==> src/rtl/lc3b_mem_arbiter.sv <==
// Round-robin arbiter sharing one physical memory port between
// the fetch side (mem1) and the data side (mem2), with a watchdog.
module lc3b_mem_arbiter #(
  parameter int ADDR_WIDTH = 16,
  parameter int DATA_WIDTH = 16,
  parameter int TIMEOUT    = 255
) (
  input  logic                  clk,
  input  logic                  reset_n,
  input  logic                  mem1_read,
  input  logic [ADDR_WIDTH-1:0] mem1_address,
  output logic [DATA_WIDTH-1:0] mem1_rdata,
  output logic                  mem1_resp,
  input  logic                  mem2_read,
  input  logic                  mem2_write,
  input  logic [1:0]            mem2_wmask,
  input  logic [ADDR_WIDTH-1:0] mem2_address,
  input  logic [DATA_WIDTH-1:0] mem2_wdata,
  output logic [DATA_WIDTH-1:0] mem2_rdata,
  output logic                  mem2_resp,
  output logic                  pmem_read,
  output logic                  pmem_write,
  output logic [1:0]            pmem_wmask,
  output logic [ADDR_WIDTH-1:0] pmem_address,
  output logic [DATA_WIDTH-1:0] pmem_wdata,
  input  logic [DATA_WIDTH-1:0] pmem_rdata,
  input  logic                  pmem_resp,
  output logic                  err_timeout
);

  typedef enum logic [1:0] {
    IDLE   = 2'd0,
    GRANT1 = 2'd1,
    GRANT2 = 2'd2
  } state_t;

  localparam logic LG_MEM1 = 1'b0;
  localparam logic LG_MEM2 = 1'b1;
  localparam logic [7:0] WD_MAX = 8'(TIMEOUT);
  localparam logic WD_EN = (TIMEOUT != 0);

  state_t     state, state_n;
  logic       last_grant, last_grant_n;
  logic [7:0] wd_cnt, wd_cnt_n;
  logic       req1, req2;
  logic       granted;

  assign req1    = mem1_read;
  assign req2    = mem2_read | mem2_write;
  assign granted = (state == GRANT1) || (state == GRANT2);

  always_ff @(posedge clk or negedge reset_n) begin
    if (!reset_n) begin
      state       <= IDLE;
      last_grant  <= LG_MEM1;
      wd_cnt      <= '0;
      err_timeout <= 1'b0;
    end else begin
      state      <= state_n;
      last_grant <= last_grant_n;
      wd_cnt     <= wd_cnt_n;
      if (WD_EN && granted && !pmem_resp && wd_cnt_n == WD_MAX)
        err_timeout <= 1'b1;
    end
  end

  always_comb begin
    state_n      = state;
    last_grant_n = last_grant;
    unique case (state)
      IDLE: begin
        if (req1 && req2)
          state_n = (last_grant == LG_MEM1) ? GRANT2 : GRANT1;
        else if (req1)
          state_n = GRANT1;
        else if (req2)
          state_n = GRANT2;
      end
      GRANT1: begin
        if (pmem_resp) begin
          state_n      = IDLE;
          last_grant_n = LG_MEM1;
        end
      end
      GRANT2: begin
        if (pmem_resp) begin
          state_n      = IDLE;
          last_grant_n = LG_MEM2;
        end
      end
      default: state_n = IDLE;
    endcase
  end

  // Counter restarts on every fresh grant and saturates at the limit.
  always_comb begin
    wd_cnt_n = wd_cnt;
    if (state == IDLE && state_n != IDLE)
      wd_cnt_n = '0;
    else if (granted && !pmem_resp && wd_cnt != WD_MAX)
      wd_cnt_n = wd_cnt + 8'd1;
  end

  always_comb begin
    pmem_read    = 1'b0;
    pmem_write   = 1'b0;
    pmem_wmask   = '0;
    pmem_address = '0;
    pmem_wdata   = '0;
    mem1_rdata   = '0;
    mem1_resp    = 1'b0;
    mem2_rdata   = '0;
    mem2_resp    = 1'b0;
    unique case (state)
      GRANT1: begin
        pmem_read    = 1'b1;
        pmem_address = mem1_address;
        mem1_rdata   = pmem_rdata;
        mem1_resp    = pmem_resp;
      end
      GRANT2: begin
        pmem_read    = mem2_read & ~mem2_write;
        pmem_write   = mem2_write;
        pmem_wmask   = mem2_wmask;
        pmem_address = mem2_address;
        pmem_wdata   = mem2_wdata;
        mem2_rdata   = pmem_rdata;
        mem2_resp    = pmem_resp;
      end
      default: ;
    endcase
  end

endmodule

==> config.mk <==
export PLATFORM = sky130hd
export DESIGN_NAME = lc3b_mem_arbiter
export DESIGN_NICKNAME = d
export VERILOG_FILES = /design/src/rtl/lc3b_mem_arbiter.sv
export SDC_FILE = /design/constraint.sdc
export NUM_CORES = 1
export LEC_CHECK = 0
export ABC_AREA = 1
export ABC_CLOCK_PERIOD_IN_PS = 1700
export CAP_MARGIN = 40
export CORE_UTILIZATION = 28
export DETAILED_ROUTE_END_ITERATION = 6
export PLACE_DENSITY = 0.87
export SETUP_SLACK_MARGIN = 0.1
export SLEW_MARGIN = 30
export SYNTH_ARGS = -nofsm -noshare
export SYNTH_HDL_FRONTEND = slang
export SYNTH_SLANG_ARGS = --single-unit
==> constraint.sdc <==
create_clock -name clk -period 1.7 [get_ports clk]
set_input_delay 0.51 -clock clk [delete_from_list [all_inputs] [get_ports clk]]
set_output_delay 0.51 -clock clk [all_outputs]
set_load 0.005 [all_outputs]
**Word-level counts from Yosys, hierarchy flattened**

Index checks and enable logic that the tools add are counted.

- Input port bits: 72
- Output and inout bits: 71
- Bits in registers: 12
- Word-level logic and storage cells: 46

- Reductions and logical operators: 12
- Muxes and demuxes: 20
- $add $sub $neg: 1
- Eq/ne operators: 6
- Bitwise gates (word level): 3

Operator list:

| kind | number |
|---|---|
| $mux 16 | 3 |
| $pmux 16 s2 | 1 |
| $mux 8 | 2 |
| $mux 2 | 6 |
| $add 8x1->8 const B | 1 |
| $eq 8x8->1 const B | 1 |
| $ne 8x8->1 const B | 1 |
| $logic_and 1x1->1 | 5 |
| $mux 1 | 5 |
| $ne 2x2->1 const B | 2 |
| $pmux 1 s2 | 2 |
| $pmux 2 s2 | 1 |
| $reduce_bool 2->1 | 2 |
| $reduce_and 3->1 | 1 |
| $eq 2x1->1 const B | 1 |
| $eq 2x2->1 const B | 1 |
| $logic_not 2->1 | 1 |
| $reduce_or 2->1 | 1 |
| $and 1x1->1 | 1 |
| $logic_not 1->1 | 1 |
| $logic_or 1x1->1 | 1 |
| $not 1->1 | 1 |
| $or 1x1->1 | 1 |

**Depth between registers and ports, before layout**

- Depth after elaboration: 10
- Depth in mapped cells: 11
- Gate-level depth less buffers: 11

**Least setup slack after synthesis**

Ideal clock, no wire load.

- Path kind: register to output
- Start point: reg state[0]
- End point: out pmem_address[10]
- Buffers on the path: 2
- Stages on the path, launching flop included: 7
- Data required time: 1.190 ns
- Arrival: 1.333 ns
- Path slack: -0.143 ns
- Cells stage by stage: dfrtp_1 -> inv_1 -> ha_1 -> clkbuf_1 -> clkbuf_1 -> nand2_1 -> a21oi_1

- Word-level cells in the longest chain between the ends: 2
- Elaborated cells between the ends (all ways): 3
- Those cells by class: eq/ne: 2; mux: 1

Ends and longest elaborated chain:

| item | line | text |
|---|---|---|
| start, declared | 42 | `state_t state, state_n;` |
| start signal, assigned | 59 | `state <= state_n;` |
| $eq 2x2->1 or $eq 2x1->1 (tied branches) | 114 | `unique case (state)` |
| $pmux 16 s2 * | 114 |  |
| end, declared | 24 | `output logic [ADDR_WIDTH-1:0] pmem_address,` |

Every way passes the cells marked *; elsewhere a longest branch is shown, timed or not.

**Worst setup path after layout**

- Start point: reg state[0]
- End point: out pmem_address[15]

The elaborated chain is that of the path after synthesis.

==> flow_metrics.env <==
export IMPL_synthMuxAreaShare=0
export IMPL_p_leak_uw=0.00239
export IMPL_synthAdderAreaFrac=0.0412
export IMPL_numPortBuffers=142
export IMPL_synthCells=292
export IMPL_pre_cts_slack_ps=-542
export IMPL_ys_warn_count=0
export IMPL_worstSetupPathType="flop to output port"
export IMPL_hpwl_mm=5.26
export IMPL_synth_most_common_cell="nand2_1"
export IMPL_synth_xor_area_frac=0.0115
export IMPL_vias_per_cell=4.87
export IMPL_worst_slack_ps=-528
export IMPL_sw_frac_of_total=0.442
export IMPL_synth_top_family_by_area="simple AND/OR/NAND/NOR gates"
export IMPL_drive_gt1_frac=0.556
export IMPL_synth_nets=369
export IMPL_cts_sinks=12
export IMPL_seq_area_frac_synth=0.198
export IMPL_holdWs_ps=460
export IMPL_fin_crit_sh=1.31
export IMPL_min_to="err_timeout"
export IMPL_cts_root_buf="clkbuf_8"
export IMPL_synthesis_area_sq_mm=0.00152
export IMPL_area_growth_syn_to_layout_pct=173
export IMPL_p_switching_uw=2660
export IMPL_ys_ff_latch=12
export IMPL_hold_start="err_timeout"
export IMPL_slew_headroom=0.612
export IMPL_synth_edff_count=0
export IMPL_synth_compound_area_frac=0.0947
export IMPL_hold_path_class="flop to flop"
export IMPL_wl_per_cell_um=17.6
export IMPL_final_area_sq_mm=0.00415
export IMPL_hold_violations=0
export IMPL_arrival_ps=1720
export IMPL_rsz0062_at_grt="yes"
export IMPL_r2r_end="err_timeout"
export IMPL_rr_startpoint="state[1]"
export IMPL_synthSimpleGateAreaFrac=0.430
export IMPL_clk_pin_slew_worst_paths_ps=50
export IMPL_fin_skew_ps=2.71
export IMPL_coreArea_sq_mm=0.00517
export IMPL_dr_total_vias=2759
export IMPL_critPathLaunchType="flop"
export IMPL_tritoncts="built"
export IMPL_cellPowerDensity_mw_per_mm2=1450
export IMPL_p_int_uw=3360
export IMPL_end_kind="output port"
export IMPL_track_usage=0.258
export IMPL_grt_max_degree=16
export IMPL_antenna_left=0
export IMPL_placed_area_sq_mm=0.00332
export IMPL_drv_slew=0
export IMPL_cts_inserted_buffers=3
export IMPL_ir_drop_v=0.000866
export IMPL_grt_pass1_wl_mm=11.1
export IMPL_min_path_cells=2
export IMPL_worst_slew_pin_transition_ps=580
export IMPL_seqPwrFrac=0.071
export IMPL_synth_top_cell_by_area="nand2_1"
export IMPL_grt_overflow_total=0
export IMPL_p_comb_frac=0.884
export IMPL_grt_pass1_vias=2388
export IMPL_post_route_util=0.803
export IMPL_place_congestion=0.793
export IMPL_final_nets=574
export IMPL_required_ps=1190
export IMPL_syn_area_per_cell_sq_um=5.21
export IMPL_synthArstFlopShare=1.00
export IMPL_io_pins=143
export IMPL_violations="negative setup slack"
export IMPL_finalCriticalPeriod_ps=2230
export IMPL_rows=26
export IMPL_drtIter0Drc=117
export IMPL_synth_commonest_cells="128 x nand2_1, 75 x inv_1, 21 x a21oi_1, 12 x dfrtp_1, 11 x nand3_1"
export IMPL_synthFlopType="dfrtp_1"
export IMPL_drv_cap=0
export IMPL_clk_latency_ps=250
export IMPL_cts_path_max_buffers=2
export IMPL_dieArea_sq_mm=0.00573
export IMPL_max_freq_mhz=449
export IMPL_outcome="finished, violations left"
export IMPL_synth_area_leaders="nand2_1 32%, dfrtp_1 20%, inv_1 19%, a21oi_1 6.9%, ha_1 4.1%"
export IMPL_reg2regPathDepth=12
export IMPL_holdBufCountCts=0
export IMPL_synth_cell_types=23
export IMPL_clkPwrFrac=0.045
export IMPL_yosys_area_top_type_share=0.316
export IMPL_htreeDepth=1
export IMPL_die_h_um=75.7
export IMPL_start_util=0.294
export IMPL_setup_violations=80
export IMPL_fill_cells=268
export IMPL_multi_input_area_sq_mm=0.00134
export IMPL_path_max_fanout=6
export IMPL_register_area_sq_um=300
export IMPL_finalSetupTns_ps=-27650
export IMPL_routed_wl_mm=9.96
export IMPL_drt_pass1_iterations=4
export IMPL_drcViolationCount=0
export IMPL_r2r_setup_slack_ps=-300
export IMPL_antenna_found_initial=0
export IMPL_die_x_um=75.7
## what timing repair did
action | 4_1_cts | 5_1_grt
gates cloned | 4 | 1
pin swaps | 21 | 10
setup buffers | 24 | 11
gates resized for setup | 380 | 95
endpoints found under the setup margin | 80 | 81
## flip-flops by register name (all words and copies together) (netlist names)
signal,flops
wd_cnt,8
state,2
last_grant,1
err_timeout,1
## layer usage
layer	wire [um]	share of wire	vias to the layer above	track usage
met4	629	0.063	0	0.115
li1	-	-	1249	-
met1	3400	0.34	1302	0.267
met5	0	0	-	0
met2	5220	0.52	151	0.499
met3	718	0.072	57	0.0489
## layout make-up
type	count	area share
Antenna cell	1	0.000602
Multi-Input combinational cell	190	0.323
Clock buffer	3	0.00994
Inverter	79	0.0774
Timing Repair Buffer	211	0.496
Sequential cell	12	0.0723
Tap cell	70	0.0211
## through the flow
step / power [uW] / std cells
CTS: 5110 / 555
floorplan: 1860 / 292
detailed placement: 3660 / 524
global placement: 3590 / 524
global route: 6340 / 565
finish: 6020 / 566
## worst max-delay path by stage
stage,startpoint,end,slack [ps],cells past startpoint
6_report,state[0],pmem_address[15],-530,8
2_1_floorplan,state[0],pmem_address[13],80,6
3_5_place_dp,mem2_write,pmem_read,-540,5
4_1_cts,state[1],pmem_address[7],-410,8
3_3_place_gp,mem1_address[7],pmem_address[7],-540,4
5_1_grt,state[0],pmem_address[15],-560,8
## power by group through the flow
stage               sequential [uW]  clock, uW  combinational, uW
CTS                             417        270               4430
global route                    432        290               5620
floorplan                       409          0               1450
finish                          426        273               5320
global placement                416          0               3180
detailed placement              422          0               3240
## cell usage in the layout, fill, tap and decap left out, drive strengths merged
cell / netlist / final
xor2: 1 / 1
ha: 5 / 5
buf: 1 / 128
xnor2: 1 / 1
clkinv: 2 / 2
o21bai: 1 / 1
nand3: 11 / 11
diode: 0 / 1
nand4: 4 / 4
nand2: 133 / 133
o21ai: 3 / 3
nor2: 9 / 9
a21oi: 22 / 22
dlygate4sd2: 0 / 10
clkbuf: 10 / 6
clkdlybuf4s50: 0 / 70
dfrtp: 12 / 12
inv: 77 / 77
## worst max-delay path, cell delays in order (launching register included)
cell and delay [ps]:
dfrtp_1 420, inv_2 140, ha_4 180, buf_12 110
buf_12 120, buf_8 130, nand2_1 90, a21oi_2 140
buf_2 140
## cell families after synthesis
logic type,count (synthesis)
simple gates,157
compound gates,26
buf+inv,90
flops,12
xor+xnor,2
fa+ha+maj,5
No activity file was read; power rests on OpenSTA's default activity.
